[src/rtl/par_to_ser_stream_if.sv]
// Load and output-beat handshake bundle for par_to_ser_stream.
// The slave modport is the converter's view; the master modport is the producer/consumer side.
interface par_to_ser_stream_if #(
  parameter int unsigned N      = 8,
  parameter int unsigned Length = 3,
  parameter int unsigned Lanes  = 1
);
  localparam int unsigned CntW = $clog2(Length + 1);

  logic            load_valid_i;
  logic            load_ready_o;
  logic [N-1:0]    store_i [Length-1:0];
  logic [CntW-1:0] count_i;
  logic            valid_o;
  logic            ready_i;
  logic [N-1:0]    data_o [Lanes-1:0];
  logic [Lanes-1:0] lane_valid_o;
  logic            last_o;
  logic            done_o;

  modport master (
    output load_valid_i, store_i, count_i, ready_i,
    input  load_ready_o, valid_o, data_o, lane_valid_o, last_o, done_o
  );

  modport slave (
    input  load_valid_i, store_i, count_i, ready_i,
    output load_ready_o, valid_o, data_o, lane_valid_o, last_o, done_o
  );
endinterface

[src/rtl/par_to_ser_stream.sv]
// Captures up to Length words per load and streams them Lanes words per beat.
// Define P2S_REVERSE_EN to emit words in descending index order.
module par_to_ser_stream #(
  parameter int unsigned N      = 8,
  parameter int unsigned Length = 3,
  parameter int unsigned Lanes  = 1
) (
  input logic                 clk_i,
  input logic                 rst_i,
  par_to_ser_stream_if.slave  bus
);
  localparam int unsigned CntW = $clog2(Length + 1);
  localparam int unsigned PosW = $clog2(Length + Lanes + 1);
  localparam int unsigned IdxW = (Length > 1) ? $clog2(Length) : 1;

  localparam logic [0:0] StIdle  = 1'b0;
  localparam logic [0:0] StShift = 1'b1;

  logic [0:0]      state_q;
  logic [N-1:0]    store_q [Length-1:0];
  logic [PosW-1:0] pos_q;
  logic [CntW-1:0] cnt_q;
  logic            done_q;

  logic            shifting;
  logic            last;
  logic            load_ready;
  logic            load_hs;
  logic            beat_hs;
  logic [CntW-1:0] cnt_clamped;
  logic [PosW-1:0] lane_pos [Lanes-1:0];
  logic [PosW-1:0] word_idx [Lanes-1:0];
  logic [Lanes-1:0] lane_valid;

  always_comb begin
    shifting    = (state_q == StShift);
    last        = shifting && ((pos_q + PosW'(Lanes)) >= PosW'(cnt_q));
    // Ready also during the final beat handshake so loads can run back-to-back.
    load_ready  = !shifting || (bus.ready_i && last);
    load_hs     = bus.load_valid_i && load_ready;
    beat_hs     = shifting && bus.ready_i;
    cnt_clamped = (bus.count_i > CntW'(Length)) ? CntW'(Length) : bus.count_i;
  end

  always_comb begin
    for (int k = 0; k < Lanes; k++) begin
      lane_pos[k]   = pos_q + PosW'(k);
      lane_valid[k] = shifting && (lane_pos[k] < PosW'(cnt_q));
`ifdef P2S_REVERSE_EN
      word_idx[k]   = PosW'(cnt_q) - PosW'(1) - lane_pos[k];
`else
      word_idx[k]   = lane_pos[k];
`endif
      bus.data_o[k] = lane_valid[k] ? store_q[IdxW'(word_idx[k])] : '0;
    end
  end

  assign bus.load_ready_o = load_ready;
  assign bus.valid_o      = shifting;
  assign bus.lane_valid_o = lane_valid;
  assign bus.last_o       = last;
  assign bus.done_o       = done_q;

  always_ff @(posedge clk_i) begin
    if (rst_i) begin
      state_q <= StIdle;
      pos_q   <= '0;
      cnt_q   <= '0;
      done_q  <= 1'b0;
      for (int i = 0; i < Length; i++) store_q[i] <= '0;
    end else begin
      done_q <= (beat_hs && last) || (load_hs && (cnt_clamped == '0));
      if (load_hs) begin
        for (int i = 0; i < Length; i++) store_q[i] <= bus.store_i[i];
        pos_q   <= '0;
        cnt_q   <= cnt_clamped;
        state_q <= (cnt_clamped != '0) ? StShift : StIdle;
      end else if (beat_hs) begin
        if (last) state_q <= StIdle;
        else      pos_q   <= pos_q + PosW'(Lanes);
      end
    end
  end
endmodule

[src/flat_wrapper.sv]
// flat-port wrapper written by rule: the top's interface ports become plain ports
module par_to_ser_stream_flat 
#(
  parameter int unsigned N      = 8,
  parameter int unsigned Length = 3,
  parameter int unsigned Lanes  = 1
)
  (clk_i, rst_i, bus_load_valid_i, bus_store_i, bus_count_i, bus_ready_i, bus_load_ready_o, bus_valid_o, bus_data_o, bus_lane_valid_o, bus_last_o, bus_done_o);
  par_to_ser_stream_if #(.N(N), .Length(Length), .Lanes(Lanes)) bus_i ();
  input logic clk_i;
  input logic rst_i;
  input wire logic [$bits(bus_i.load_valid_i)-1:0] bus_load_valid_i;
  input wire logic [$bits(bus_i.store_i)-1:0] bus_store_i;
  input wire logic [$bits(bus_i.count_i)-1:0] bus_count_i;
  input wire logic [$bits(bus_i.ready_i)-1:0] bus_ready_i;
  output wire logic [$bits(bus_i.load_ready_o)-1:0] bus_load_ready_o;
  output wire logic [$bits(bus_i.valid_o)-1:0] bus_valid_o;
  output wire logic [$bits(bus_i.data_o)-1:0] bus_data_o;
  output wire logic [$bits(bus_i.lane_valid_o)-1:0] bus_lane_valid_o;
  output wire logic [$bits(bus_i.last_o)-1:0] bus_last_o;
  output wire logic [$bits(bus_i.done_o)-1:0] bus_done_o;
  assign bus_i.load_valid_i = bus_load_valid_i;
  assign bus_i.store_i = {>>{bus_store_i}};
  assign bus_i.count_i = bus_count_i;
  assign bus_i.ready_i = bus_ready_i;
  assign bus_load_ready_o = bus_i.load_ready_o;
  assign bus_valid_o = bus_i.valid_o;
  assign bus_data_o = {>>{bus_i.data_o}};
  assign bus_lane_valid_o = bus_i.lane_valid_o;
  assign bus_last_o = bus_i.last_o;
  assign bus_done_o = bus_i.done_o;
  par_to_ser_stream #(.N(N), .Length(Length), .Lanes(Lanes)) u_core (.clk_i(clk_i), .rst_i(rst_i), .bus(bus_i));
endmodule
[config.mk]
export PLATFORM = sky130hd
export DESIGN_NAME = par_to_ser_stream_flat
export DESIGN_NICKNAME = d
export VERILOG_FILES = /design/src/rtl/par_to_ser_stream_if.sv /design/src/rtl/par_to_ser_stream.sv /design/src/flat_wrapper.sv
export SDC_FILE = /design/constraint.sdc
export NUM_CORES = 1
export LEC_CHECK = 0
export ABC_AREA = 1
export CAP_MARGIN = 0
export CORE_MARGIN = 2
export CORE_UTILIZATION = 40
export DETAILED_ROUTE_END_ITERATION = 8
export PLACE_DENSITY = 0.68
export RECOVER_POWER = 50
export SYNTH_ARGS = -nofsm -noshare
export SYNTH_HDL_FRONTEND = slang
export SYNTH_SLANG_ARGS = --single-unit
[constraint.sdc]
create_clock -name clk_i -period 3.6 [get_ports clk_i]
set_input_delay 0.54 -clock clk_i [delete_from_list [all_inputs] [get_ports clk_i]]
set_output_delay 0.54 -clock clk_i [all_outputs]
set_load 0.005 [all_outputs]
; Yosys cells after proc, flatten, opt, wreduce, memory -nomap -nowiden
; Memory sizes are Yosys's and may differ from the RTL's. A register that Yosys moved wholly into a read port is not among the register bits.
; Cells that the tools add are included.
[totals]
ramBits = 24
inputBits = 30
mem_count = 1
out_inout_bits = 13
ff_bits = 7
wordCells = 46
[memory_table]
columns = memory, depth, width, read_ports, rd_clocked_by_memory_dff, write_ports, line
row1 = u_core.store_q, 3, 8, 1, 1, 3, par_to_ser_stream.sv:20  ; logic [N-1:0] store_q [Length-1:0];
[classes]
n_bitwise = 4
muxes = 16
reduce_logical = 17
n_addsub = 1
order_cmp = 3
[op_table]
columns = cell, n
row1 = $mux W8, 4
row2 = $mux W1, 9
row3 = $logic_and A1 B1 Y1, 7
row4 = $mux W2, 3
row5 = $reduce_bool A2 Y1, 3
row6 = $reduce_and A2 Y1, 2
row7 = $add A3 B1 Y3 const B, 1
row8 = $ge A3 B2 Y1, 1
row9 = $lt A3 B2 Y1, 1
row10 = $or A1 B1 Y1, 3
row11 = $gt A2 B2 Y1 const B, 1
row12 = $logic_not A2 Y1, 1
row13 = $logic_or A1 B1 Y1, 2
row14 = $reduce_or A2 Y1, 1
row15 = $logic_not A1 Y1, 1
row16 = $not A1 Y1, 1

; Logic depth before layout (Yosys ltp)
; Gate-level depths: netlist of the first run.
[logic_depth]
word_depth = 10
depth_mapped = 10
ltp_nobuf = 10

; Least setup slack after synthesis of the first run
; Ideal clock, no wire load.
[synth_path]
path_kind = register to register
startpoint = register u_core.pos_q[0]
endpoint = memory u_core.store_q[0][0], enable pin
path_slack_ps = 1546
period_less_slack_ps = 2054
path_buffers = 0
t_required_ps = 3233
setup_time_ps = 367
arrival_ps = 1687
path_stages_with_launch = 9
cell_sequence = dfxtp_1 ha_1 ha_1 nand2_1 nand4_1 nand2_2 nand2_4 nand2_1 nand2_2
[synth_lines]
columns = item, line
row1 = start: declaration, par_to_ser_stream.sv:21  ; logic [PosW-1:0] pos_q;
row2 = start signal: assignment, par_to_ser_stream.sv:80  ; else pos_q <= pos_q + PosW'(Lanes);
row3 = end: declaration, par_to_ser_stream.sv:20

==> qor.csv, run 1 <==
stage,metric,value,unit
setup_path,Arrival @ worst endpoint,2.85,ns
drt,Vias,1215,
placed_design,PortBufs,42,
logic_synthesis,sequential share of the synthesized area,0.545,
clock_tree,Num Clock Sinks,33,
clock_tree,CTS HTree Levels,2,
setup_path,CP Capture Point,u_core.store_q[0][7]$_SDFFCE_PN0P_,
timing,Pins Over Slew Limit,0,
logic_synthesis,post-synthesis instance total,182,
timing,unrepaired setup endpoints after global routing,false,
placed_design,routability cong.,0.701,
finish,layout overhead on the synthesized area,32.0,%
setup_path,R2R depth,8,
timing,setup TNS,0,ns
clock_tree,clock-pin slew on the worst setup and hold paths,0.06,ns
die,Core Box Area,4000,sq um
timing,post-layout min period,2.76,ns
logic_synthesis,mapped cell area,1650,sq um
timing,Least-Margin Pin Slew,1.20,ns
global_routing,largest net degree at the start of global routing,29,
setup_path,CP Launch Type,flip-flop,
finish,# nets final,261,
logic_synthesis,Avg Inst Size Synth,9.08,sq um
timing,setup violators final,0,
clock_tree,clock root buffer,clkbuf_8,
clock_tree,CTS tree,built,
global_routing,GRT Overall Usage,0.139,
flow_run,Max-cap violations,0,
drt,DRT iter0 DRCs,50,
status,status,"finished, final reports clean",
setup_path,Critical R2R Launch,u_core.pos_q[0]$_SDFFE_PP0P_,
clock_tree,Post-CTS Hold Fix Bufs,0,
clock_tree,"Setup Fix Bufs, Post-CTS",0,
logic_synthesis,Unique masters post-synth,25,
die,Die ar.,4660,sq um
worst_hold_path,Hold Path Class,reg -> reg,
power_and_ir_drop,Peak VDD IR,0.237,mV
power_and_ir_drop,static leakage,0.982,nW
finish,"commonest non-fill, non-tap cell in the layout",inv_1,
die,I/O pins,43,
global_routing,vias in the first global route,1051,
drt,Final ANT Viol Nets,0,
timing,Max Freq,362,MHz
die,die width,68.3,um
drt,Remaining DRCs,0,
placed_design,Post-DP HPWL,2200,um
setup_path,flop2flop setup slack,0.84,ns
setup_path,Worst Setup SP,u_core.pos_q[0]$_SDFFE_PP0P_,
die,Starting Density,0.413,
finish,most frequent cells in the layout,"inv_1, clkdlybuf4s50_1, nor2_1, edfxtp_1, nand2_1",
worst_hold_path,WHS Path Cells,2,
setup_path,"Req. time, crit path",3.68,ns
setup_path,Worst setup EP type,flip-flop,
timing,Slew Limit Headroom,0.197,
die,num rows,23,
finish,final instance area,2180,sq um
drt,Initial DRT Pass Iterations,4,
die,Die Ht,68.3,um
global_routing,GRT overflow,0,
power_and_ir_drop,PD cells,402,nW/um^2
finish,ant diodes,0,
drt,Post-Route WL,2940,um
clock_tree,total CTS buffers,5,
global_routing,initial antenna violation count,0,
logic_synthesis,YS warnings,0,
drt,WL per Instance,10.6,um
placed_design,Placed Area,2100,sq um
setup_path,CP max FO,24,
setup_path,r2r endpoint,u_core.store_q[0][7]$_SDFFCE_PN0P_,
clock_tree,post-CTS resize count,0,
finish,share of layout cells above drive strength 1,0.0881,
clock_tree,clock tree buffer depth,2,
logic_synthesis,Synth Register Bits,33,
timing,Final Hold Vio Count,0,
setup_path,Setup CP Type,reg -> reg,
clock_tree,clock latency on the worst-skew pair,0.28,ns
timing,fin crit share,0.768,
global_routing,first-pass GRT wire length,4660,um
timing,clock skew,0.00743,ns
drt,via/cell ratio,4.39,
logic_synthesis,synthesized net count,217,
cells in the mapped netlist:
cell	n	area [sq um]
a211oi_1	9	67.6
a21oi_1	2	10.0
buf_1	1	3.75
buf_2	1	5.00
buf_6	2	22.5
clkbuf_1	1	3.75
clkinv_1	1	3.75
dfxtp_1	9	180
edfxtp_1	24	721
ha_1	5	62.6
inv_1	44	165
inv_2	1	3.75
nand2_1	14	52.6
nand2_2	3	18.8
nand2_4	1	11.3
nand3_1	3	15.0
nand3_4	1	17.5
nand4_1	4	25.0
nor2_1	34	128
nor2_2	10	62.6
nor2_4	1	11.3
nor3_1	8	40.0
o31ai_1	1	7.51
or2_2	1	6.26
xor2_1	1	8.76
cell type report:
cell class / count / area, sq um
fillers: 396 / 1820
flip-flops and latches: 33 / 901
multi-input cells: 98 / 519
repair buffers: 42 / 420
inverters: 46 / 173
clock buffers: 6 / 72.6
well taps: 50 / 62.6
clock inverters: 2 / 33.8
per-layer routing:
metal / vias to the layer above / GRT usage / routed length [um] / part of all wire
met5: - / 0 / 0 / 0
met4: 0 / 0.0825 / 60 / 0.020
met3: 5 / 0.0296 / 84 / 0.029
met2: 25 / 0.215 / 1410 / 0.48
met1: 521 / 0.178 / 1390 / 0.47
li1: 664 / - / - / -
power breakdown:
| part | switching, mW | internal [mW] |
|---|---|---|
| clock | 0.130 | 0.204 |
| combinational | 0.0474 | 0.0522 |
| sequential | 0.00825 | 0.436 |
stage by stage:
| stage | power [mW] | worst slack, ns | util | cells | hold WS, ns |
|---|---|---|---|---|---|
| 6_report | 0.878 | 0.835 | 0.546 | 277 | 0.474 |
| 5_1_grt | 0.911 | 0.460 | 0.546 | 277 | 0.491 |
| 4_1_cts | 0.889 | 0.920 | 0.552 | 277 | 0.476 |
| 3_5_place_dp | 0.558 | 1.23 | 0.525 | 269 | 0.467 |
| 3_3_place_gp | 0.555 | 1.25 | 0.525 | 269 | 0.457 |
| 2_1_floorplan | 0.503 | 1.55 | - | 182 | 0.444 |
state kept, by name (all words and copies together), names as in the netlist, named ones only:
register and cells:
u_core.pos_q 3, u_core.bus.done_o 1, u_core.bus.valid_o 1, u_core.cnt_q 2
u_core.store_q 24
critical path: stages, from the launching register on:
cell and delay (ns):
dfxtp_1 0.34, ha_1 0.32, ha_1 0.28, nand2_1 0.10, nand4_1 0.09, nand2_1 0.07
nand2_1 0.16, nand3_1 0.82, nor2_1 0.38
how the worst min path moves through the flow:
stage          slack (ns)                           end                    startpoint
3_5_place_dp         0.47  u_core.cnt_q[1]$_SDFFE_PP0P_  u_core.cnt_q[1]$_SDFFE_PP0P_
4_1_cts              0.48  u_core.cnt_q[1]$_SDFFE_PP0P_  u_core.cnt_q[1]$_SDFFE_PP0P_
5_1_grt              0.49  u_core.cnt_q[1]$_SDFFE_PP0P_  u_core.cnt_q[1]$_SDFFE_PP0P_
2_1_floorplan        0.44  u_core.cnt_q[1]$_SDFFE_PP0P_  u_core.cnt_q[1]$_SDFFE_PP0P_
6_report             0.47  u_core.cnt_q[1]$_SDFFE_PP0P_  u_core.cnt_q[1]$_SDFFE_PP0P_
3_3_place_gp         0.46  u_core.cnt_q[1]$_SDFFE_PP0P_  u_core.cnt_q[1]$_SDFFE_PP0P_
logic make-up (layout without fill, tap and decap cells):
logic type	count (synthesis)	count (layout)	synth area share
flip-flops	33	33	0.545
adder cells (fa/ha/maj)	5	5	0.0379
AO/OA/AOI/OAI	12	12	0.0515
buffers and inverters	51	96	0.126
XOR/XNOR	1	1	0.00530
AND/OR/NAND/NOR	80	80	0.235
Note: power is estimated with default switching activity, not from simulation.
==> run 2, diff against run 1 <==
- PLACE_DENSITY: 0.68 -> 0.7
- clock period: 3.6 -> 2.47 ns (I/O delays scaled with it)
==> qor.csv, run 2 (synthesis results as in run 1) <==
stage,metric,value,unit
status,status,"finished, final reports clean",
timing,Slew Limit Headroom,0.666,
setup_path,Critical-path top delay cell,clkdlybuf4s50_1,
setup_path,flop2flop setup slack,0.21,ns
die,Die Ht,68.3,um
timing,clock skew,0.00910,ns
finish,Final Util,0.570,
placed_design,Post-DP HPWL,2300,um
timing,fin crit share,0.972,
global_routing,GRT Overall Usage,0.150,
power_and_ir_drop,static leakage,1.12,nW
drt,via/cell ratio,4.49,
setup_path,CP max FO,4,
die,die width,68.3,um
global_routing,vias in the first global route,1120,
worst_hold_path,Hold Path Class,reg -> reg,
placed_design,routability cong.,0.736,
clock_tree,CTS tree,built,
timing,Hold WS,0.470,ns
flow_run,Max-cap violations,0,
timing,Least-Margin Pin Slew,0.501,ns
finish,ant diodes,0,
clock_tree,Num Clock Sinks,33,
placed_design,PortBufs,42,
global_routing,initial antenna violation count,0,
setup_path,"Req. time, crit path",2.10,ns
timing,setup violators final,0,
setup_path,cell mode on critical path,nand2_2,
setup_path,Worst setup EP type,primary output,
setup_path,CP Launch Type,flip-flop,
drt,DRT iter0 DRCs,67,
timing,Final Hold Vio Count,0,
clock_tree,clock tree buffer depth,2,
die,Core Box Area,4000,sq um
setup_path,worst path buffer plus inverter count,1,
setup_path,CP peak stage delay,0.49,ns
drt,Vias,1265,
setup_path,"CP delay by family, top",adder cells,
drt,highest metal used,met4,
die,Die ar.,4660,sq um
setup_path,R2R depth,10,
power_and_ir_drop,Peak VDD IR,0.412,mV
setup_path,Critical R2R Launch,u_core.pos_q[0]$_SDFFE_PP0P_,
finish,share of layout cells above drive strength 1,0.151,
timing,Max Freq,416,MHz
die,I/O pins,43,
die,Starting Density,0.413,
worst_hold_path,WHS Path Cells,2,
clock_tree,clock-pin slew on the worst setup and hold paths,0.06,ns
finish,most frequent cells in the layout,"inv_1, nor2_1, clkdlybuf4s50_1, edfxtp_1, nand2_1",
clock_tree,clock latency on the worst-skew pair,0.27,ns
power_and_ir_drop,PD cells,522,nW/um^2
drt,Initial DRT Pass Iterations,4,
clock_tree,CTS HTree Levels,2,
finish,layout overhead on the synthesized area,37.9,%
drt,Post-Route WL,3300,um
global_routing,GRT overflow,0,
drt,M1 WL,1510,um
setup_path,Arrival @ worst endpoint,2.03,ns
drt,wire length on met3,114,um
finish,Top reg by flops,u_core.store_q,
die,num rows,23,
global_routing,largest net degree at the start of global routing,29,
worst_hold_path,Worst Hold Path EP,u_core.cnt_q[1]$_SDFFE_PP0P_,
finish,# nets final,266,
setup_path,Setup CP Type,reg -> out,
worst_hold_path,Hold Crit Start,u_core.cnt_q[1]$_SDFFE_PP0P_,
timing,Pins Over Slew Limit,0,
finish,Regs by FF count,"u_core.store_q (24), u_core.pos_q (3), u_core.cnt_q (2)",
drt,Remaining DRCs,0,
global_routing,first-pass GRT wire length,5060,um
setup_path,cells along the critical path,ha_1 > ha_4 > nand2_2 > nand4_1 > nand2_2 > nand2_4 > clkdlybuf4s50_1,
clock_tree,clock root buffer,clkbuf_8,
timing,post-layout min period,2.40,ns
clock_tree,total CTS buffers,5,
drt,Final ANT Viol Nets,0,
finish,"commonest non-fill, non-tap cell in the layout",inv_1,
finish,number of flip-flops in the largest register,24,
setup_path,r2r endpoint,u_core.store_q[1][6]$_SDFFCE_PN0P_,
drt,WL per Instance,11.7,um
drt,metal2 WL,1630,um
[run 2: cell count changes in the layout (fill, tap and decap cells not counted), moves of 4 or more]
cell	change
nand2_1	-4
nand2_2	+4
dlymetal6s2s_1	+6
clkdlybuf4s50_1	-8
[run 2: cell type report]
| type | count | area (sq um) |
|---|---|---|
| clock buffer | 6 | 72.6 |
| inverter | 46 | 173 |
| clock inverter | 2 | 10.0 |
| multi-input combinational | 99 | 588 |
| tap | 50 | 62.6 |
| timing repair buffer | 46 | 472 |
| fill | 366 | 1720 |
| sequential | 33 | 902 |
[run 2: worst max path at each step]
stage                                       from                                 end  slack (ns)  depth (start not counted)
global placement    u_core.cnt_q[1]$_SDFFE_PP0P_                       bus_data_o[4]        0.28                          6
floorplan           u_core.pos_q[0]$_SDFFE_PP0P_  u_core.store_q[0][0]$_SDFFCE_PN0P_        0.42                          8
global route        u_core.pos_q[0]$_SDFFE_PP0P_                    bus_load_ready_o      -0.009                          7
detailed placement  u_core.cnt_q[1]$_SDFFE_PP0P_                       bus_data_o[2]        0.25                          6
CTS                 u_core.cnt_q[1]$_SDFFE_PP0P_                       bus_data_o[7]      -0.002                          6
finish              u_core.pos_q[0]$_SDFFE_PP0P_                    bus_load_ready_o        0.07                          7
[run 2: worst min-delay path, stage by stage, from the launching register on]
cell,delay [ns]
dfxtp_1,0.31
nand3_1,0.07
nand2_1,0.04
[run 2: stage by stage]
step | instance area, sq um | TNS, ns | power (mW) | std cells | worst slack [ns]
5_1_grt | 2280 | -0.00900 | 1.25 | 282 | -0.00900
4_1_cts | 2230 | -0.00218 | 1.20 | 280 | -0.00218
3_5_place_dp | 2120 | 0 | 0.817 | 270 | 0.253
3_3_place_gp | 2120 | 0 | 0.812 | 270 | 0.281
2_1_floorplan | 1650 | 0 | 0.733 | 182 | 0.416
6_report | 2280 | 0 | 1.19 | 282 | 0.0685
[run 2: metal layers]
layer | vias to the layer above | track usage
met5 | - | 0
met4 | 0 | 0.0450
met3 | 4 | 0.0345
met2 | 27 | 0.245
met1 | 566 | 0.197
li1 | 668 | -
[run 2: timing repair]
item / CTS / global route
endpoints found under the hold margin: 0 / 0
pin swaps: 3 / 2
resized for setup: 6 / 10
cloned: 1 / 0
endpoints found under the setup margin: 9 / 8
hold buffers: 0 / 0
buffers inserted: 1 / 2
[run 2: power by group]
part	switching (mW)	internal, mW	leakage, nW	total [mW]
clock network	0.183	0.195	0.0450	0.378
registers	0.0132	0.635	0.334	0.648
logic	0.0790	0.0861	0.745	0.165
